<file path="src/rtl/audio_mix_n.sv">
// N-channel audio mixer: snapshot, per-channel gain/mute, sequential sum,
// saturation to the output width, signed and offset-binary outputs.
module audio_mix_n #(
   parameter int CHANNELS   = 4,
   parameter int IN_BITS    = 14,
   parameter int OUT_BITS   = 16,
   parameter int GAIN_BITS  = 4,
   parameter int SAMPLE_DIV = 1000
) (
   input  logic                          clk_i,
   input  logic                          res_n_i,
   input  logic [CHANNELS*IN_BITS-1:0]   ch_data_i,
   input  logic [CHANNELS*GAIN_BITS-1:0] ch_gain_i,
   input  logic [CHANNELS-1:0]           ch_mute_i,
   output logic [OUT_BITS-1:0]           mix_o,
   output logic [OUT_BITS-1:0]           mix_u_o,
   output logic                          sample_o,
   output logic                          clip_o
);

   localparam int PW = IN_BITS + GAIN_BITS + 1;
   localparam int AW = PW + $clog2(CHANNELS);
   localparam int RW = AW + OUT_BITS - IN_BITS;
   localparam int IW = (CHANNELS > 1) ? $clog2(CHANNELS) : 1;
   localparam int DW = (SAMPLE_DIV > 1) ? $clog2(SAMPLE_DIV) : 1;

   localparam logic [DW-1:0] DIV_LAST = DW'(SAMPLE_DIV - 1);
   localparam logic [IW-1:0] IDX_LAST = IW'(CHANNELS - 1);

   localparam logic signed [RW-1:0] MAXV =
      {{(RW-OUT_BITS+1){1'b0}}, {(OUT_BITS-1){1'b1}}};
   localparam logic signed [RW-1:0] MINV =
      {{(RW-OUT_BITS+1){1'b1}}, {(OUT_BITS-1){1'b0}}};

   typedef enum logic [1:0] {
      IDLE,
      ACC,
      SCALE
   } state_t;

   state_t                         state;
   logic [DW-1:0]                  div;
   logic                           tick;
   logic [IW-1:0]                  idx;
   logic signed [AW-1:0]           acc;
   logic [CHANNELS*IN_BITS-1:0]    snap_data;
   logic [CHANNELS*GAIN_BITS-1:0]  snap_gain;
   logic [CHANNELS-1:0]            snap_mute;

   logic [IN_BITS-1:0]             cur_d;
   logic [GAIN_BITS-1:0]           cur_g;
   logic signed [IN_BITS-1:0]      s;
   logic signed [PW-1:0]           prod;
   logic signed [AW-1:0]           shifted;
   logic signed [RW-1:0]           r;
   logic                           clip_hi;
   logic                           clip_lo;
   logic [OUT_BITS-1:0]            sat;

   assign tick = (div == DIV_LAST);

   always_ff @(posedge clk_i or negedge res_n_i) begin
      if (!res_n_i) begin
         div <= '0;
      end else if (tick) begin
         div <= '0;
      end else begin
         div <= div + 1'b1;
      end
   end

   // Offset-binary to signed is an MSB flip; mute forces a zero term.
   always_comb begin
      cur_d = snap_data[idx*IN_BITS +: IN_BITS];
      cur_g = snap_gain[idx*GAIN_BITS +: GAIN_BITS];
      s     = {~cur_d[IN_BITS-1], cur_d[IN_BITS-2:0]};
      prod  = '0;
      if (!snap_mute[idx]) begin
         prod = PW'(s) * PW'($signed({1'b0, cur_g}));
      end
   end

   always_comb begin
      shifted = acc >>> (GAIN_BITS - 1);
      r       = RW'(shifted) <<< (OUT_BITS - IN_BITS);
      clip_hi = (r > MAXV);
      clip_lo = (r < MINV);
      sat     = r[OUT_BITS-1:0];
      if (clip_hi) begin
         sat = {1'b0, {(OUT_BITS-1){1'b1}}};
      end else if (clip_lo) begin
         sat = {1'b1, {(OUT_BITS-1){1'b0}}};
      end
   end

   always_ff @(posedge clk_i or negedge res_n_i) begin
      if (!res_n_i) begin
         state     <= IDLE;
         idx       <= '0;
         acc       <= '0;
         snap_data <= '0;
         snap_gain <= '0;
         snap_mute <= '0;
         mix_o     <= '0;
         mix_u_o   <= {1'b1, {(OUT_BITS-1){1'b0}}};
         clip_o    <= 1'b0;
         sample_o  <= 1'b0;
      end else begin
         sample_o <= 1'b0;
         unique case (state)
            IDLE: begin
               if (tick) begin
                  snap_data <= ch_data_i;
                  snap_gain <= ch_gain_i;
                  snap_mute <= ch_mute_i;
                  acc       <= '0;
                  idx       <= '0;
                  state     <= ACC;
               end
            end
            ACC: begin
               acc <= acc + AW'(prod);
               idx <= idx + 1'b1;
               if (idx == IDX_LAST) begin
                  state <= SCALE;
               end
            end
            SCALE: begin
               mix_o    <= sat;
               mix_u_o  <= {~sat[OUT_BITS-1], sat[OUT_BITS-2:0]};
               clip_o   <= clip_hi | clip_lo;
               sample_o <= 1'b1;
               state    <= IDLE;
            end
            default: begin
               state <= IDLE;
            end
         endcase
      end
   end

   // A tick outside IDLE would drop a sample.
   a_tick_idle: assert property (
      @(posedge clk_i) disable iff (!res_n_i)
      tick |-> (state == IDLE)
   );

endmodule

</file>
<file path="config.mk">
export PLATFORM = sky130hd
export DESIGN_NAME = audio_mix_n
export DESIGN_NICKNAME = d
export VERILOG_FILES = /design/src/rtl/audio_mix_n.sv
export SDC_FILE = /design/constraint.sdc
export NUM_CORES = 1
export LEC_CHECK = 0
export BUFFER_PORTS_ARGS = -buffer_cell sky130_fd_sc_hd__clkbuf_2
export CORE_MARGIN = 4
export CORE_UTILIZATION = 38
export DETAILED_ROUTE_END_ITERATION = 10
export PLACE_DENSITY = 0.58
export SYNTH_ARGS = -nofsm -noshare
export SYNTH_HDL_FRONTEND = slang
export SYNTH_SLANG_ARGS = --single-unit
</file>
<file path="constraint.sdc">
create_clock -name clk_i -period 10.1 [get_ports clk_i]
set_input_delay 3.03 -clock clk_i [delete_from_list [all_inputs] [get_ports clk_i]]
set_output_delay 3.03 -clock clk_i [all_outputs]
set_load 0.005 [all_outputs]
</file>
==> reports/qor.txt, run 1 <==
result of the run -> completed
first-pass GRT wire length -> 30000 µm
final hold violations -> 0
dpl hpwl -> 13700 µm
CORE AREA -> 22000 µm²
FILL cells -> 2074
routed wl met3 -> 824 µm
flop2flop setup slack -> 3.50 ns
Worst-path clk slew -> 0.06 ns
root buffer cell -> clkbuf_16
top post-synthesis cells by area -> dfrtp_1 (37%), mux2_2 (10%), ha_1 (8.5%)
vias in the first global route -> 5973
Worst VDD drop -> 77.0 µV
row count -> 54
Reg2Reg Depth -> 23
clock buffer depth -> 2
PwrDens -> 148 nW/µm²
highest routed layer -> met4
number of max-cap violations -> 0
gr ovfl total -> 0
DR pass1 iterations -> 4
Setup TNS Final -> 0 ns
Max Slew Vio Count -> 0
Post-CTS Hold Buffers -> 0
Final ANT Viol Nets -> 0
die width -> 158 µm
Clock Power Share -> 0.409
reg2reg end -> acc[20]$_DFFE_PN0P_
clk_skew -> 0.00915 ns
Post-CTS Setup Inserts -> 0
worst slew pin tran -> 0.981 ns
Post-synth EDFFs -> 0
Hold EP -> div[0]$_DFF_PN0_
CTS sink count -> 129
endpoint class of the critical path -> flip-flop
H-tree levels -> 4
f_max -> 0.152 GHz
CP Class -> flip-flop to flip-flop
Num CTS Buffers -> 17
# diodes -> 0
Seq/Total Area, Yosys -> 0.378
fin crit period -> 6.60 ns
Internal -> 999 µW
fin crit share -> 0.653
Synth top area share -> 0.375
Post-Place Cells -> 1163
final WL -> 18100 µm
relative slew slack -> 0.346
initial antenna violation count -> 0
CTS tree -> done
Worst Hold Class -> flip-flop to flip-flop
IO buf count -> 111
syn_nets -> 976
post-CTS resize count -> 0
hold path startpoint -> div[0]$_DFF_PN0_
Mapped Avg Cell Area -> 10.6 µm²
switch share -> 0.313
GRT Overall Usage -> 0.151
Top FF cell, synth -> dfrtp_1
Synth Register Bits -> 129
RR Startpoint -> idx[1]$_DFFE_PN0P_
clock latency on the worst-skew pair -> 0.42 ns
Leak Pwr -> 4.84 nW
initial core utilization -> 0.389
fin nets -> 1068
Worst Setup SP -> idx[1]$_DFFE_PN0P_
cell count after synthesis -> 810
Setup-failing EPs final -> 0
Synth cell types -> 52
Hold Crit Depth -> 1
pin count of the biggest net entering global routing -> 79
Avg WL per Cell -> 15.2 µm
boundary pin count -> 112
ys async rst share -> 1.00
routability cong. -> 0.903
DR vias -> 5944
share of layout cells above drive strength 1 -> 0.267
warnings from Yosys -> 0
die area -> 25000 µm²
P_sw -> 454 µW
met2 WL -> 8260 µm
Initial DRC Count -> 210
# DRC -> 0
crit path launch type -> flip-flop
chip height -> 158 µm
vias per cell -> 4.97
Flop pwr share -> 0.371
Worst EP arrival -> 6.94 ns
Synth area leader -> dfrtp_1
area of the mapped netlist -> 8550 µm²
Layout area overhead -> 15.1%
combinational power share -> 0.219
fin cells -> 1195
wire length on met1 -> 8870 µm
WP data required -> 10.44 ns
RSZ-0062 raised after global routing -> false
crit-path max FO -> 21
## cells in the mapped netlist (4+ instances only)
library cell and number:
xor2_1 22, and2_1 43, dfrtp_1 128, o21ai_0 51
nand4_1 4, nand2b_1 8, nor3_1 4, ha_1 58
and3_1 6, nand2_1 70, xnor2_1 17, o21a_1 4
o21bai_1 4, mux4_2 13, nand3_1 27, mux2_2 77
mux4_1 6, clkbuf_1 22, nor2b_1 7, a211oi_1 4
nor2_1 34, o211ai_1 5, a21o_1 12, fa_1 30
inv_1 69, a21oi_1 36, buf_4 16
## flip-flops by register name (all words and copies together), names as in the netlist
name	cells
state	2
snap_gain	16
mix_o	15
acc	21
snap_mute	4
idx	2
sample_o	1
div	10
clip_o	1
snap_data	56
mix_u_o	1
## cell type report
| class | instances | area [µm²] | share of cell area |
|---|---|---|---|
| Tap cell | 280 | 350 | 0.0356 |
| Inverter | 69 | 259 | 0.0263 |
| Multi-Input combinational cell | 569 | 4840 | 0.492 |
| Clock buffer | 17 | 425 | 0.0432 |
| Clock inverter | 15 | 139 | 0.0141 |
| Sequential cell | 129 | 3230 | 0.328 |
| Timing Repair Buffer | 116 | 599 | 0.0609 |
## cell usage in the layout, fill, tap and decap left out, types with 3 or more instances in the layout
cell         n
buf_4        5
nor2b_1      7
ha_1        58
and3_1       6
dfrtp_1    128
inv_6        5
nor2_1      34
nand4_1      4
clkinv_4     3
a21oi_1     36
o211ai_1     5
o21ai_0     51
mux4_1       6
mux4_2      13
nand2b_1     8
fa_1        30
a21o_1      12
nand3_1     27
xor2_1      22
mux2_2      77
a211oi_1     4
inv_8        5
nor3_1       4
o21a_1       4
o21bai_1     4
inv_1       69
clkbuf_16   17
nand2_1     69
xnor2_1     17
and2_1      43
clkbuf_2   110
## power groups by stage
stage	Combinational [mW]	Clock, mW	Sequential, mW
after global routing	0.366	0.636	0.541
after CTS	0.323	0.612	0.540
final	0.319	0.595	0.540
after detailed placement	0.320	0	0.549
after global placement	0.320	0	0.549
after floorplan	0.242	0	0.546
## through the flow
step	setup WS [ns]	total power, mW	area (µm²)	utilization	hold slack, ns
after global placement	3.54	0.869	9280	0.423	0.455
after detailed placement	3.44	0.869	9280	0.423	0.464
after floorplan	3.76	0.788	8550	-	0.433
after global routing	2.91	1.54	9840	0.448	0.497
after CTS	3.43	1.47	9840	0.448	0.473
final	3.50	1.45	9840	0.448	0.472
## logic make-up after synthesis
group | count (synthesis) | synth area share
adder cells (fa/ha/maj) | 88 | 0.155
multiplexers | 97 | 0.155
XOR/XNOR | 39 | 0.0399
buffers and inverters | 112 | 0.0572
flip-flops | 129 | 0.378
AND/OR/NAND/NOR | 212 | 0.122
AO/OA/AOI/OAI | 133 | 0.0931
## routing by layer
metal / up-vias / GRT usage
met5: - / 0
met4: 0 / 0.0341
met3: 18 / 0.0396
met2: 129 / 0.243
met1: 2838 / 0.205
li1: 2959 / -
## critical path, cell delays in order (launching register included)
cell and delay, ns:
dfrtp_1 0.95, mux4_1 0.59, and2_1 0.22, ha_1 0.30
fa_1 0.54, inv_1 0.05, fa_1 0.53, inv_1 0.04
ha_1 0.34, a21oi_1 0.20, o221ai_1 0.20, a221oi_1 0.55
o21bai_1 0.11, a21oi_1 0.18, xor2_1 0.15, nor2_1 0.06
ha_1 0.22, a21o_1 0.18, a211oi_1 0.32, o2111ai_1 0.17
o211ai_1 0.14, xor2_1 0.10, or3_1 0.33, o21ai_2 0.06
## how the worst max path moves through the flow
stage                          end  cells after the start  slack, ns
6_report       acc[20]$_DFFE_PN0P_                     23       3.50
5_1_grt        acc[20]$_DFFE_PN0P_                     23       2.91
4_1_cts        acc[20]$_DFFE_PN0P_                     23       3.43
3_5_place_dp   acc[20]$_DFFE_PN0P_                     23       3.44
3_3_place_gp   acc[20]$_DFFE_PN0P_                     23       3.54
2_1_floorplan  acc[20]$_DFFE_PN0P_                     25       3.76
Note: power is estimated with default switching activity, not from simulation.
==> run 2: changes to the inputs <==
Settings changed: ABC_AREA set to 1, PLACE_DENSITY 0.58 to 0.6.
Clock period 10.1 ns to 5.9 ns, I/O delays scaled along.
==> reports/qor.txt, run 2 <==
result of the run -> completed
Mapped Avg Cell Area -> 7.44 µm²
GRT Overall Usage -> 0.180
Most flops, register -> snap_data
Worst VDD drop -> 166 µV
CP Class -> flip-flop to flip-flop
dpl hpwl -> 17500 µm
share of layout cells above drive strength 1 -> 0.166
clk_skew -> 0.0203 ns
chip height -> 162 µm
fin util -> 0.450
hold path startpoint -> div[4]$_DFF_PN0_
Synth top area share -> 0.356
crit path launch type -> flip-flop
pin count of the biggest net entering global routing -> 78
root buffer cell -> clkbuf_16
boundary pin count -> 112
Reg area -> 3230 µm²
Worst EP arrival -> 5.80 ns
busiest layer in global routing -> met2
crit-path max FO -> 29
top post-synthesis cells by area -> dfrtp_1 (36%), nand2_1 (18%), ha_1 (8.1%)
initial antenna violation count -> 0
vias per cell -> 4.85
Synth Register Bits -> 129
# diodes -> 0
post-layout instance area -> 10500 µm²
PwrDens -> 196 nW/µm²
area of the mapped netlist -> 8990 µm²
Top FF cell, synth -> dfrtp_1
Worst Setup SP -> idx[0]$_DFFE_PN0P_
syn_nets -> 1375
Crit path buffers/inverters -> 7
IO buf count -> 111
max reg flops -> 56
Worst-path clk slew -> 0.07 ns
Leak Pwr -> 5.55 nW
GR Layer Usage met3 -> 0.0350
Worst Hold Class -> flip-flop to flip-flop
final WL -> 23000 µm
f_max -> 0.182 GHz
fin crit period -> 5.50 ns
WP data required -> 6.19 ns
routing usage on met2 -> 0.315
number of max-cap violations -> 0
CTS sink count -> 129
relative slew slack -> 0.443
first-pass GRT wire length -> 39000 µm
Post-CTS Hold Buffers -> 0
fin cells -> 1630
Synth area leader -> dfrtp_1
RR Startpoint -> idx[0]$_DFFE_PN0P_
Layout area overhead -> 17.1%
CP max-delay cell -> fa_1
# DRC -> 0
clock buffer depth -> 2
vias in the first global route -> 8043
warnings from Yosys -> 0
met1 usage -> 0.231
final hold violations -> 0
CORE AREA -> 23400 µm²
Seq/Total Area, Yosys -> 0.359
Post-CTS Setup Inserts -> 0
row count -> 56
commonest non-fill, non-tap cell in the layout -> nand2_1
DR vias -> 7910
DR pass1 iterations -> 4
Setup TNS Final -> 0 ns
kind of cell adding the most delay to the critical path -> adder cells
Avg WL per Cell -> 14.1 µm
FILL cells -> 2489
CTS tree -> done
H-tree levels -> 4
Initial DRC Count -> 464
Num CTS Buffers -> 17
Setup-failing EPs final -> 0
fin nets -> 1465
clock latency on the worst-skew pair -> 0.43 ns
cell count after synthesis -> 1209
routability cong. -> 0.881
die width -> 162 µm
area of the multi-input gates -> 5080 µm²
Post-Place Cells -> 1599
die area -> 26200 µm²
post-CTS resize count -> 0
worst slew pin tran -> 0.836 ns
endpoint class of the critical path -> flip-flop
fin crit share -> 0.932
most numerous cell in the Yosys netlist -> nand2_1
Worst path max stage delay -> 0.54 ns
list of most frequent post-synthesis cells -> nand2_1 (429), dfrtp_1 (128), inv_1 (116)
Final ANT Viol Nets -> 0
biggest regs -> snap_data x56, acc x21, snap_gain x16
gr ovfl total -> 0
Post-synth EDFFs -> 0
commonest non-fill, non-tap cells in the layout -> nand2_1 (429), dfrtp_1 (127), nor2_1 (115)
Synth cell types -> 50
Max Slew Vio Count -> 0
initial core utilization -> 0.384
ys async rst share -> 1.00
area post-placement -> 9780 µm²
## run 2: cell type report
cell class / instances / share of cell area
well taps: 319 / 0.0379
multi-input cells: 894 / 0.483
clock inverters: 14 / 0.0194
clock buffers: 17 / 0.0404
flip-flops and latches: 129 / 0.307
inverters: 134 / 0.0480
repair buffers: 123 / 0.0651
## run 2: where the power goes
part | leakage, nW | internal [mW] | switching, mW
logic | 3.86 | 0.0187 | 0.0246
registers | 1.39 | 0.885 | 0
clock network | 0.297 | 0.712 | 0.423
total | 5.55 | 1.62 | 0.447
## run 2: per-layer routing
metal / vias up / part of all wire
met5: - / 0
met4: 0 / 0.017
met3: 22 / 0.044
met2: 162 / 0.49
met1: 3708 / 0.45
li1: 4018 / -
## run 2: worst paths after layout
path / endpoint / slack (ns) / cells after the start
setup / recovery: acc[18]$_DFFE_PN0P_ / 0.40 / 28
hold / removal: div[4]$_DFF_PN0_ / 0.47 / 1
setup reg to reg: acc[18]$_DFFE_PN0P_ / 0.40 / 28
hold reg to reg: div[4]$_DFF_PN0_ / 0.47 / 1
max in group asynchronous: mix_u_o[15]$_DFFE_PN1P_ / 3.45 / 2
min in group asynchronous: div[1]$_DFF_PN0_ / 1.45 / 1
## run 2: cells by family after synthesis
logic type,after synthesis,share of synthesized area
simple gates,614,0.275
buf+inv,186,0.0896
compound gates,176,0.113
flops,129,0.359
fa+ha+maj,88,0.148
xor+xnor,16,0.0156
## run 2: worst register-to-register path, delay by kind of cell, from the launching register on
kind,cells,cell delay (ns)
adders and majority gates,5,2.11
AOI/OAI and AO/OA,6,0.89
DFF,1,0.45
buffers and inverters,7,0.63
and+or+nand+nor,10,1.30
## run 2: metrics by stage
step                hold WS, ns  setup WS, ns  total power [mW]
finish                    0.473         0.399              2.06
CTS                       0.481         0.190              2.09
floorplan                 0.442         0.708             0.901
global placement          0.459         0.289             0.945
global route              0.492       -0.0211              2.13
detailed placement        0.466         0.231             0.946
==> run 3: changes to the inputs <==
Settings changed: PLACE_DENSITY 0.6 to 0.58.
Clock period 5.9 ns to 5.6 ns, I/O delays scaled along.
==> reports/qor.txt, run 3 (same netlist as run 2, synthesis figures left out) <==
relative slew slack -> 0.420
Worst VDD drop -> 140 µV
Worst EP arrival -> 5.74 ns
clock buffer depth -> 2
chip height -> 162 µm
share of layout cells above drive strength 1 -> 0.247
biggest regs -> snap_data x56, acc x21, snap_gain x16
fin crit period -> 5.40 ns
PwrDens -> 185 nW/µm²
Max Slew Vio Count -> 0
Setup TNS Final -> 0 ns
initial core utilization -> 0.384
RSZ-0062 raised after global routing -> true
boundary pin count -> 112
wire length on met1 -> 11200 µm
clk_skew -> 0.0171 ns
RR Startpoint -> idx[0]$_DFFE_PN0P_
H-tree levels -> 4
Worst Hold Class -> flip-flop to flip-flop
post-layout instance area -> 11300 µm²
endpoint class of the critical path -> flip-flop
Crit path buffers/inverters -> 6
Post-CTS Hold Buffers -> 0
result of the run -> completed
# diodes -> 0
Most flops, register -> snap_data
highest routed layer -> met4
worst slew pin tran -> 0.871 ns
Reg2Reg Depth -> 27
WP data required -> 5.94 ns
f_max -> 0.185 GHz
fin crit share -> 0.965
DR vias -> 8098
Hold EP -> div[4]$_DFF_PN0_
die width -> 162 µm
# DRC -> 0
final hold violations -> 0
fin util -> 0.481
commonest non-fill, non-tap cell in the layout -> nand2_1
routed wl met3 -> 883 µm
final WL -> 24000 µm
Num CTS Buffers -> 17
Worst-path clk slew -> 0.07 ns
Leak Pwr -> 5.83 nW
clock latency on the worst-skew pair -> 0.42 ns
Initial DRC Count -> 652
Avg WL per Cell -> 14.3 µm
initial antenna violation count -> 0
Hold Crit Depth -> 1
final worst-path setup slack -> 0.196 ns
IO buf count -> 111
number of max-cap violations -> 0
CTS tree -> done
CP max-delay cell -> fa_1
met2 WL -> 11600 µm
fin nets -> 1514
CTS sink count -> 129
dpl hpwl -> 17600 µm
vias per cell -> 4.82
crit-path max FO -> 6
first-pass GRT wire length -> 38600 µm
max reg flops -> 56
hold slack -> 0.471 ns
flop2flop setup slack -> 0.20 ns
kind of cell adding the most delay to the critical path -> adder cells
pin count of the biggest net entering global routing -> 78
area post-placement -> 10000 µm²
gr ovfl total -> 0
Final ANT Viol Nets -> 0
reg2reg end -> acc[19]$_DFFE_PN0P_
crit path launch type -> flip-flop
routability cong. -> 0.915
GRT Overall Usage -> 0.179
Worst path max stage delay -> 0.53 ns
CP Class -> flip-flop to flip-flop
die area -> 26200 µm²
commonest non-fill, non-tap cells in the layout -> nand2_1 (420), dfrtp_1 (127), inv_1 (113)
root buffer cell -> clkbuf_16
Top cell by count, worst path -> nand2_1
worst slack, placed -> -0.0971 ns
Setup-failing EPs final -> 0
Layout area overhead -> 25.3%
CORE AREA -> 23400 µm²
row count -> 56
DR pass1 iterations -> 5
vias in the first global route -> 7899
hold path startpoint -> div[4]$_DFF_PN0_
[run 3: worst register-to-register path, stage by stage, from the launching register on]
cell and delay (ns):
dfrtp_2 0.42, buf_8 0.13, o21ai_1 0.09, o22ai_2 0.29, clkinvlp_4 0.30, nor2_2 0.18
ha_4 0.22, fa_1 0.52, inv_1 0.05, fa_1 0.53, inv_1 0.06, ha_4 0.24
or2_2 0.29, nand3_1 0.09, nand2_1 0.06, buf_4 0.14, a21oi_1 0.17, o21a_1 0.20
ha_2 0.32, a21oi_2 0.18, o21ai_0 0.14, buf_4 0.15, a21o_1 0.14, nand2_1 0.05
nand4_1 0.10, nand2_1 0.09, nand2_1 0.05, o22ai_1 0.11
[run 3: how the worst max path moves through the flow]
stage                             startpoint                  end  slack [ns]  cells after the start
after floorplan           idx[0]$_DFFE_PN0P_  acc[18]$_DFFE_PN0P_        0.41                     30
after global placement    idx[0]$_DFFE_PN0P_  acc[18]$_DFFE_PN0P_       -0.02                     28
after detailed placement  idx[0]$_DFFE_PN0P_  acc[18]$_DFFE_PN0P_        -0.1                     27
after CTS                 idx[0]$_DFFE_PN0P_  acc[18]$_DFFE_PN0P_        0.01                     27
after global routing      idx[0]$_DFFE_PN0P_  acc[17]$_DFFE_PN0P_       -0.06                     30
final                     idx[0]$_DFFE_PN0P_  acc[19]$_DFFE_PN0P_        0.20                     27
[run 3: cell type report]
class / count / area, µm²
tap: 319 / 399
fill: 2386 / 12100
multi-input combinational: 894 / 5440
sequential: 129 / 3230
timing repair buffer: 170 / 1080
clock inverter: 15 / 159
timing repair inverter: 2 / 15.0
inverter: 134 / 510
clock buffer: 17 / 425
[run 3: repair_timing]
item | 4_1_cts | 5_1_grt
endpoints found under the setup margin | 2 | 12
gates resized for setup | 6 | 119
gates cloned | 0 | 4
buffers inserted | 0 | 15
pin swaps | 0 | 38
[run 3: metal layers]
layer / vias up / GRT usage
met4: 0 / 0.0388
met3: 24 / 0.0302
met1: 3794 / 0.243
met5: - / 0
met2: 159 / 0.304
li1: 4121 / -
[run 3: metrics by stage]
step,power (mW),cells
3_5_place_dp,0.996,1629
4_1_cts,2.11,1661
6_report,2.09,1680
5_1_grt,2.17,1680
2_1_floorplan,0.949,1209
3_3_place_gp,0.996,1629
[run 3: where the power goes]
part	internal (mW)	total [mW]	switching (mW)
Clock	0.660	1.11	0.452
Sequential	0.932	0.932	0
Combinational	0.0197	0.0454	0.0257
Total	1.61	2.09	0.477
